$ cat src/rtl/weight_dump_pkg.sv
// Shared types and defaults for the weight read-out engine.
package weight_dump_pkg;

  typedef enum logic [2:0] {
    IDLE,
    WAIT_NET,
    HDR,
    DATA,
    CSUM
  } dump_state_e;

  localparam logic [7:0] DUMP_HDR_DEFAULT       = 8'hA5;
  localparam int         DUMP_NUM_BYTES_DEFAULT = 10;

endpackage

$ cat src/rtl/weight_dump.sv
// Snapshots the packed weight bus once the network is idle and streams it as a
// valid/ready byte frame: header, payload, and a mod-256 checksum when WEIGHT_DUMP_CSUM_EN is defined.
module weight_dump
  import weight_dump_pkg::*;
#(
  parameter int         NUM_BYTES = DUMP_NUM_BYTES_DEFAULT,
  parameter logic [7:0] HDR_BYTE  = DUMP_HDR_DEFAULT
) (
  input  logic                   clk_i,
  input  logic                   rst_i,
  input  logic                   start_i,
  input  logic                   net_idle_i,
  input  logic [NUM_BYTES*8-1:0] weights_i,
  output logic [7:0]             byte_o,
  output logic                   valid_o,
  input  logic                   ready_i,
  output logic                   last_o,
  output logic                   busy_o,
  output logic                   done_o
);

  localparam int            CW       = (NUM_BYTES > 1) ? $clog2(NUM_BYTES) : 1;
  localparam int            WW       = NUM_BYTES * 8;
  localparam logic [CW-1:0] LAST_IDX = CW'(NUM_BYTES - 1);
`ifdef WEIGHT_DUMP_CSUM_EN
  localparam bit CSUM_ON = 1'b1;
`else
  localparam bit CSUM_ON = 1'b0;
`endif

  // Handshake: a byte transfers on a rising edge where valid_o and ready_i are
  // both high; byte_o/last_o/valid_o stay frozen until that edge.
  dump_state_e   state_q, state_d;
  logic [WW-1:0] snap_q, snap_d;
  logic [CW-1:0] cnt_q, cnt_d;
  logic [7:0]    byte_q, byte_d;
  logic          valid_q, valid_d;
  logic          last_q, last_d;
  logic          done_q, done_d;
  logic          busy_q, busy_d;
`ifdef WEIGHT_DUMP_CSUM_EN
  logic [7:0]    csum_q, csum_d;
`endif

  logic          xfer;
  logic          take_snap;
  logic [CW-1:0] cnt_nxt;
  logic [7:0]    byte_nxt;

  assign xfer      = valid_q & ready_i;
  assign take_snap = net_idle_i & (((state_q == IDLE) & start_i) | (state_q == WAIT_NET));
  assign cnt_nxt   = cnt_q + CW'(1);
  // Shift rather than part-select so an out-of-range index can never be formed.
  assign byte_nxt  = 8'(snap_q >> (int'(cnt_nxt) * 8));

  always_comb begin
    state_d = state_q;
    snap_d  = snap_q;
    cnt_d   = cnt_q;
    byte_d  = byte_q;
    valid_d = valid_q;
    last_d  = last_q;
    done_d  = 1'b0;
`ifdef WEIGHT_DUMP_CSUM_EN
    csum_d  = csum_q;
`endif

    case (state_q)
      IDLE: begin
        if (start_i && !net_idle_i) state_d = WAIT_NET;
      end
      WAIT_NET: ;
      HDR: begin
        if (xfer) begin
          state_d = DATA;
          cnt_d   = '0;
          byte_d  = snap_q[7:0];
          last_d  = !CSUM_ON && (LAST_IDX == '0);
        end
      end
      DATA: begin
        if (xfer) begin
`ifdef WEIGHT_DUMP_CSUM_EN
          csum_d = csum_q + byte_q;
`endif
          if (cnt_q == LAST_IDX) begin
`ifdef WEIGHT_DUMP_CSUM_EN
            state_d = CSUM;
            byte_d  = csum_q + byte_q;
            last_d  = 1'b1;
`else
            state_d = IDLE;
            byte_d  = '0;
            valid_d = 1'b0;
            last_d  = 1'b0;
            done_d  = 1'b1;
`endif
          end else begin
            cnt_d  = cnt_nxt;
            byte_d = byte_nxt;
            last_d = !CSUM_ON && (cnt_nxt == LAST_IDX);
          end
        end
      end
`ifdef WEIGHT_DUMP_CSUM_EN
      CSUM: begin
        if (xfer) begin
          state_d = IDLE;
          byte_d  = '0;
          valid_d = 1'b0;
          last_d  = 1'b0;
          done_d  = 1'b1;
        end
      end
`endif
      default: begin
        state_d = IDLE;
        valid_d = 1'b0;
        last_d  = 1'b0;
      end
    endcase

    if (take_snap) begin
      state_d = HDR;
      snap_d  = weights_i;
      cnt_d   = '0;
      byte_d  = HDR_BYTE;
      valid_d = 1'b1;
      last_d  = 1'b0;
`ifdef WEIGHT_DUMP_CSUM_EN
      csum_d  = '0;
`endif
    end

    busy_d = (state_d != IDLE);
  end

  always_ff @(posedge clk_i) begin
    if (!rst_i) begin
      state_q <= IDLE;
      snap_q  <= '0;
      cnt_q   <= '0;
      byte_q  <= '0;
      valid_q <= 1'b0;
      last_q  <= 1'b0;
      done_q  <= 1'b0;
      busy_q  <= 1'b0;
`ifdef WEIGHT_DUMP_CSUM_EN
      csum_q  <= '0;
`endif
    end else begin
      state_q <= state_d;
      snap_q  <= snap_d;
      cnt_q   <= cnt_d;
      byte_q  <= byte_d;
      valid_q <= valid_d;
      last_q  <= last_d;
      done_q  <= done_d;
      busy_q  <= busy_d;
`ifdef WEIGHT_DUMP_CSUM_EN
      csum_q  <= csum_d;
`endif
    end
  end

  assign byte_o  = byte_q;
  assign valid_o = valid_q;
  assign last_o  = last_q;
  assign busy_o  = busy_q;
  assign done_o  = done_q;

endmodule

$ cat config.mk
export PLATFORM = sky130hd
export DESIGN_NAME = weight_dump
export DESIGN_NICKNAME = d
export VERILOG_FILES = /design/src/rtl/weight_dump_pkg.sv /design/src/rtl/weight_dump.sv
export SDC_FILE = /design/constraint.sdc
export NUM_CORES = 1
export LEC_CHECK = 0
export CORE_MARGIN = 2
export CORE_UTILIZATION = 51
export CTS_CLUSTER_DIAMETER = 80
export DETAILED_ROUTE_END_ITERATION = 10
export GPL_ROUTABILITY_DRIVEN = 1
export PLACE_DENSITY = 0.77
export SLEW_MARGIN = 10
export SYNTH_ARGS = -nofsm -noshare
export SYNTH_HDL_FRONTEND = slang
export SYNTH_SLANG_ARGS = --single-unit
$ cat constraint.sdc
create_clock -name clk_i -period 3 [get_ports clk_i]
set_input_delay 0.75 -clock clk_i [delete_from_list [all_inputs] [get_ports clk_i]]
set_output_delay 0.75 -clock clk_i [all_outputs]
set_load 0.05 [all_outputs]
==> metrics, run 1 <==
Worst Setup Start Kind=flip-flop; ant diodes=0; post-CTS clock slew at the launch and capture registers of the worst setup and hold paths=roughly 90 ps; setup slack after layout=~330 ps; via count of the routed design=3,923; largest area contributor in the synthesized netlist=dfxtp_1; slowest stage delay, CP=a little over 600 ps; CP Buf/Inv Count=3; Synth Instances=532; top post-synthesis cells by count=nand2_1, dfxtp_1, a21boi_0, clkbuf_1, a21oi_1; number of buffers inserted by hold repair at cts=0; global-route wire length before repair=18,000 um; Critical path origin=cnt_q[0]; TritonCTS clock tree=built; first drt pass iteration count=4; final-stage net count=roughly 700; Hold Crit Class=reg2reg; critical path arrival=2910 ps; Main synth FF type=dfxtp_1; Clock Root Buffer=clkbuf_8; # Post-CTS Setup Buffers=0; drt via density=~5.4; GR Overflow Total=0; cell family with most CP delay=flip-flops; Die Y-Extent=99.3 um; Rel. slew slack=0.284; buffer depth of the longest clock path=2; Gates resized, CTS repair=0; synthesis warning total=0; data required time at the worst endpoint=between 3000 and 4000 ps; final routed DRC violation total=0; combined area of all synthesized cells=around 0.0046 mm^2; Syn-to-layout area delta=24.3%; fill cell total of the finished layout=about 770; leading cell type by number of instances after synthesis=nand2_1; synth top area cells=dfxtp_1, nand2_1, a21boi_0, mux4_2, mux2i_1; flip-flop and latch count after synthesis=99; Initial DRC Count=223; fraction of synthesized cell area taken by the top area cell type=0.428; final max-slew violation count=0; share of layout cells above drive strength 1=0.0894; setup slack at placement=between 300 and 400 ps; Hold Fails Final Rpt=0; distinct cell type count after synthesis=51; leakage power total=approximately 2 nW; number of clock buffers inserted by TritonCTS=9; site row count=34; sum of net half-perimeters after detailed placement=about 8100 um; initial core utilization=0.528; final setup violation count=0; max_cap viols=0; share of synthesized area occupied by flip-flops and latches=0.428; slowest library cell on the worst path=dfxtp_1; Tot GR Track Use=0.228; transition at the pin with the smallest max-transition slack=1070 ps; crit path cell chain=inv_1 -> ha_1 -> buf_4 -> buf_4 -> mux4_2 -> a22oi_1 -> a21oi_1; Core Area=just under 0.009 mm^2; H-Tree Depth=3; cell type with the highest occurrence count on the critical path=buf_4; type of the worst setup path=reg2reg; power density cells=~420 mW/mm^2; via count of the first global-routing pass=roughly 3,800; insertion delay to the later sink of the worst-skew pair=approximately 370 ps; highest net fanout along the worst path=11; RD Place Congestion=0.930; Setup TNS=0 ps; Max VDD drop=0.000218 V; horizontal die dimension=a little under 100 um; clock tree sinks=slightly below 100; I/O Buffers=between 90 and 100; number of nets still failing antenna checks after routing=0; routed wire length=~11,000 um; largest net degree at the start of global routing=between 50 and 60; EDFF count, synth=0; proportion of register bits with asynchronous set or reset after synthesis=0; clock period minus final worst setup slack=between 2000 and 3000 ps; setup repair after global routing missed its margin=no; Tcrit/Tclk final=0.890; clk_skew=about 12 ps; die area=between 0.009 and 0.01 mm^2; # IOs=97; average wire per standard cell=around 15 um; startpoint of the worst-slack reg-to-reg timing path=cnt_q[0]; syn avg cell area=8.70 um^2; Setup crit end kind=flip-flop; highest achievable clock rate=around 370 MHz; Synth Net Count=620; status=completed; initial antenna violation count=0; origin of the worst min-delay path=snap_q[65]
==> routing by layer <==
layer | share of wire | global-route usage | vias up
li1 | - | - | 1968
met1 | 0.44 | 0.302 | 1821
met2 | 0.48 | 0.371 | 109
met3 | 0.053 | 0.0457 | 25
met4 | 0.028 | 0.0854 | 0
met5 | 0 | 0 | -
==> kinds of logic after synthesis <==
| logic type | synth area share |
|---|---|
| simple gates | 0.196 |
| compound gates | 0.212 |
| flops | 0.428 |
| buf+inv | 0.0535 |
| mux | 0.0941 |
| fa+ha+maj | 0.00811 |
| xor+xnor | 0.00730 |
| other cells | 0.000810 |
==> state kept, by name (all words and copies together), names as in the netlist <==
name     flops
last_o       1
done_o       1
cnt_q        4
state_q      3
byte_o       8
busy_o       1
snap_q      80
valid_o      1
==> tightest hold or removal path: stages (launching register included) <==
cell and delay (ps):
dfxtp_1 320, nand2_1 50, a21boi_1 50
==> final timing paths <==
path / end / slack [ps] / cells past startpoint
min reg2reg: snap_q[65] / 450 / 2
max: byte_o[5] / 330 / 7
max reg2reg: byte_o[5] / 330 / 7
min: snap_q[65] / 450 / 2
==> where the power goes <==
part           switching [mW]  total, mW  internal, mW  leakage, nW
clock                   0.444      0.747         0.303       0.0843
sequential             0.0301       1.39          1.36        0.804
combinational           0.123      0.286         0.163         1.15
==> placed cells by master, fill, tap and decap left out, types with 2 or more instances in the layout <==
| master | n |
|---|---|
| nor3_1 | 4 |
| a21boi_1 | 9 |
| ha_1 | 3 |
| a21oi_1 | 18 |
| or2_2 | 2 |
| a21boi_0 | 73 |
| o311ai_0 | 4 |
| nor2_1 | 11 |
| dfxtp_1 | 99 |
| clkbuf_8 | 9 |
| buf_4 | 8 |
| clkdlybuf4s50_1 | 95 |
| a211oi_2 | 2 |
| nand2_1 | 178 |
| a31oi_1 | 2 |
| a21o_1 | 4 |
| clkinv_4 | 2 |
| clkinv_2 | 2 |
| mux2i_1 | 12 |
| clkbuf_1 | 3 |
| a211oi_1 | 2 |
| mux4_2 | 10 |
| a22oi_1 | 6 |
| inv_1 | 7 |
| nand4_1 | 3 |
| nand3_1 | 9 |
| mux2_2 | 8 |
| o22ai_1 | 4 |
==> final cells by class <==
type | instances | area, um^2 | share of cell area
Inverter | 7 | 26.3 | 0.00457
Sequential cell | 99 | 1980 | 0.345
Tap cell | 108 | 135 | 0.0235
Clock inverter | 4 | 27.5 | 0.00479
Timing Repair Buffer | 105 | 1040 | 0.180
Clock buffer | 12 | 135 | 0.0235
Multi-Input combinational cell | 388 | 2410 | 0.419
==> per-stage QoR <==
step                      std cells  utilization  cell area [um^2]  total power [mW]  hold slack (ps)
after floorplan                 532            -              4630              1.55              432
after global placement          707        0.637              5590              1.70              439
after detailed placement        707        0.637              5590              1.71              447
after CTS                       723        0.656              5750              2.44              459
after global routing            723        0.656              5750              2.52              471
final                           723        0.656              5750              2.42              455
Note: power is estimated with default switching activity, not from simulation.
==> inputs of run 2 (changes only) <==
- CORE_UTILIZATION: 51 -> 52
- DONT_BUFFER_PORTS: not set -> 1
- PLACE_DENSITY: 0.77 -> 0.64
==> metrics, run 2 (synthesis results as in run 1) <==
Tot GR Track Use=0.233 (+0.00430); number of buffers inserted by hold repair at cts=0 (unchanged); initial antenna violation count=0 (unchanged); number of nets still failing antenna checks after routing=0 (unchanged); cell family with most CP delay=XOR/XNOR gates; Setup crit end kind=flip-flop; Initial DRC Count=169 (-24%); setup repair after global routing missed its margin=no; global-route wire length before repair=17,700 um (-1.8%); final-stage net count=601 (-14%); via count of the routed design=3,562 (-9.2%); Tcrit/Tclk final=0.823 (-0.0670); internal cell power=1.82 mW (-0.37%); first drt pass iteration count=4 (unchanged); TritonCTS clock tree=built; Max VDD drop=0.000272 V (+24%); via count of the first global-routing pass=3,426 (-9.4%); horizontal die dimension=98.3 um (-0.93%); Hold Fails Final Rpt=0 (unchanged); critical path arrival=2770 ps (-140 ps); # IOs=97 (unchanged); startpoint of the worst-slack reg-to-reg timing path=cnt_q[0]; Clock Root Buffer=clkbuf_8; Critical path origin=cnt_q[0]; crit path cell chain=ha_1 -> xnor2_2 -> mux2i_1 -> a22oi_1 -> nand4_1 -> a211oi_2; sum of net half-perimeters after detailed placement=8050 um (-1.0%); worst reg-to-reg path cell count=6 (-1); highest achievable clock rate=405 MHz (+8.1%); number of clock buffers inserted by TritonCTS=9 (unchanged); routed wire length=10,900 um (-1.2%); slowest stage delay, CP=810 ps (+200 ps); power dissipated by switching net loads=609 uW (+2.0%); final routed DRC violation total=0 (unchanged); status=completed; worst setup path endpoint=byte_o[4]; H-Tree Depth=3 (unchanged); drt via density=5.69 (+4.9%); clock tree sinks=99 (unchanged); most frequent cells in the layout=nand2_1, dfxtp_1, a21boi_0; flip-flop count of the largest register, all copies and words added=80 (unchanged); Rel. slew slack=0.305 (+0.0206); data required time at the worst endpoint=3290 ps (+50 ps); Syn-to-layout area delta=4.19%; origin of the worst min-delay path=snap_q[65]; final max-slew violation count=0 (unchanged); insertion delay to the later sink of the worst-skew pair=370 ps (about the same); GR Overflow Total=0 (unchanged); clock period minus final worst setup slack=2470 ps (-201 ps); largest net degree at the start of global routing=91 (+57%); register-to-register setup slack=530 ps (+200 ps); clk_skew=11.2 ps (-1.07 ps); total power draw=2.43 mW (+0.21%); ant diodes=0 (unchanged); transition at the pin with the smallest max-transition slack=1040 ps (-30.8 ps); average wire per standard cell=17.4 um (+14%); Biggest register=snap_q; Gates resized, CTS repair=0 (unchanged); buffer depth of the longest clock path=2 (unchanged); initial core utilization=0.533 (+0.00518); max_cap viols=0 (unchanged); Crit path depth=6 (-1); slowest library cell on the worst path=xnor2_2; highest net fanout along the worst path=16 (+5); Core Area=0.00868 mm^2 (-0.97%); die area=0.00967 mm^2 (-1.8%); Switching Share=0.251 (+0.00434); Hold Crit Class=reg2reg; proportion of power drawn by the clock network=0.365 (+0.056); power share of the sequential group=0.580 (+0.007); Setup TNS=0 ps (unchanged); site row count=34 (unchanged); leakage power total=1.68 nW (-18%); type of the worst setup path=reg2reg; reg2reg end=byte_o[4]; # Post-CTS Setup Buffers=0 (unchanged); power density cells=504 mW/mm^2 (+20%); Worst Setup Start Kind=flip-flop; share of layout cells above drive strength 1=0.108 (+0.0187); power share of the combinational group=0.055 (-0.063); post-CTS clock slew at the launch and capture registers of the worst setup and hold paths=100 ps (about the same); final setup violation count=0 (unchanged); most common library cell in the layout ignoring fill and taps=nand2_1; CP Buf/Inv Count=0 (-3); Die Y-Extent=98.3 um (-0.93%); RD Place Congestion=0.849 (-8.7%); I/O Buffers=0 (-100%)
run 2: cell types whose count changed in the layout (fill, tap and decap cells not counted):
cell | previous run | this run
clkdlybuf4s50_1 | 95 | 0
clkbuf_1 | 3 | 0
inv_6 | 0 | 2
buf_12 | 1 | 0
buf_2 | 1 | 0
bufinv_16 | 0 | 1
clkinv_2 | 2 | 1
clkinv_8 | 0 | 1
run 2: area by class of cell:
cell class | count | area, um^2
inverter | 7 | 26.3
clock inverter | 7 | 86.3
tap | 108 | 135
fill | 839 | 3860
clock buffer | 9 | 124
multi-input combinational | 388 | 2410
sequential | 99 | 1980
timing repair buffer | 8 | 60.1
run 2: power by group through the flow:
stage	logic, mW	registers, mW	clock network, mW
floorplan	0.123	1.42	0
global placement	0.130	1.44	0
detailed placement	0.134	1.44	0
CTS	0.134	1.41	0.909
global route	0.152	1.41	0.961
finish	0.132	1.41	0.887
run 2: how the worst min path moves through the flow:
| stage | endpoint | slack (ps) | cells after the start |
|---|---|---|---|
| 2_1_floorplan | snap_q[65] | 430 | 2 |
| 3_3_place_gp | snap_q[66] | 440 | 2 |
| 3_5_place_dp | snap_q[67] | 450 | 2 |
| 4_1_cts | snap_q[67] | 460 | 2 |
| 5_1_grt | snap_q[52] | 490 | 2 |
| 6_report | snap_q[65] | 460 | 2 |
run 2: worst register-to-register path, stage by stage (launching register included):
cell and delay, ps:
dfxtp_1 410, ha_1 310, xnor2_2 810, mux2i_1 200
a22oi_1 220, nand4_1 200, a211oi_2 250
run 2: per-stage QoR:
| step | area [um^2] | util | std cells | hold WS, ps | setup slack, ps |
|---|---|---|---|---|---|
| after global placement | 4610 | 0.531 | 610 | 443 | 558 |
| after global routing | 4820 | 0.556 | 626 | 486 | 358 |
| after floorplan | 4630 | - | 532 | 432 | 860 |
| after CTS | 4820 | 0.556 | 626 | 461 | 557 |
| final | 4820 | 0.556 | 626 | 460 | 530 |
| after detailed placement | 4610 | 0.531 | 610 | 447 | 516 |
run 2: metal layers:
layer | vias up | global-route usage | part of all wire | wire length [um]
met5 | - | 0 | 0 | 0
met4 | 0 | 0.0875 | 0.022 | 240
met3 | 15 | 0.0558 | 0.064 | 696
met2 | 97 | 0.368 | 0.46 | 5020
met1 | 1666 | 0.310 | 0.45 | 4930
li1 | 1784 | - | - | -
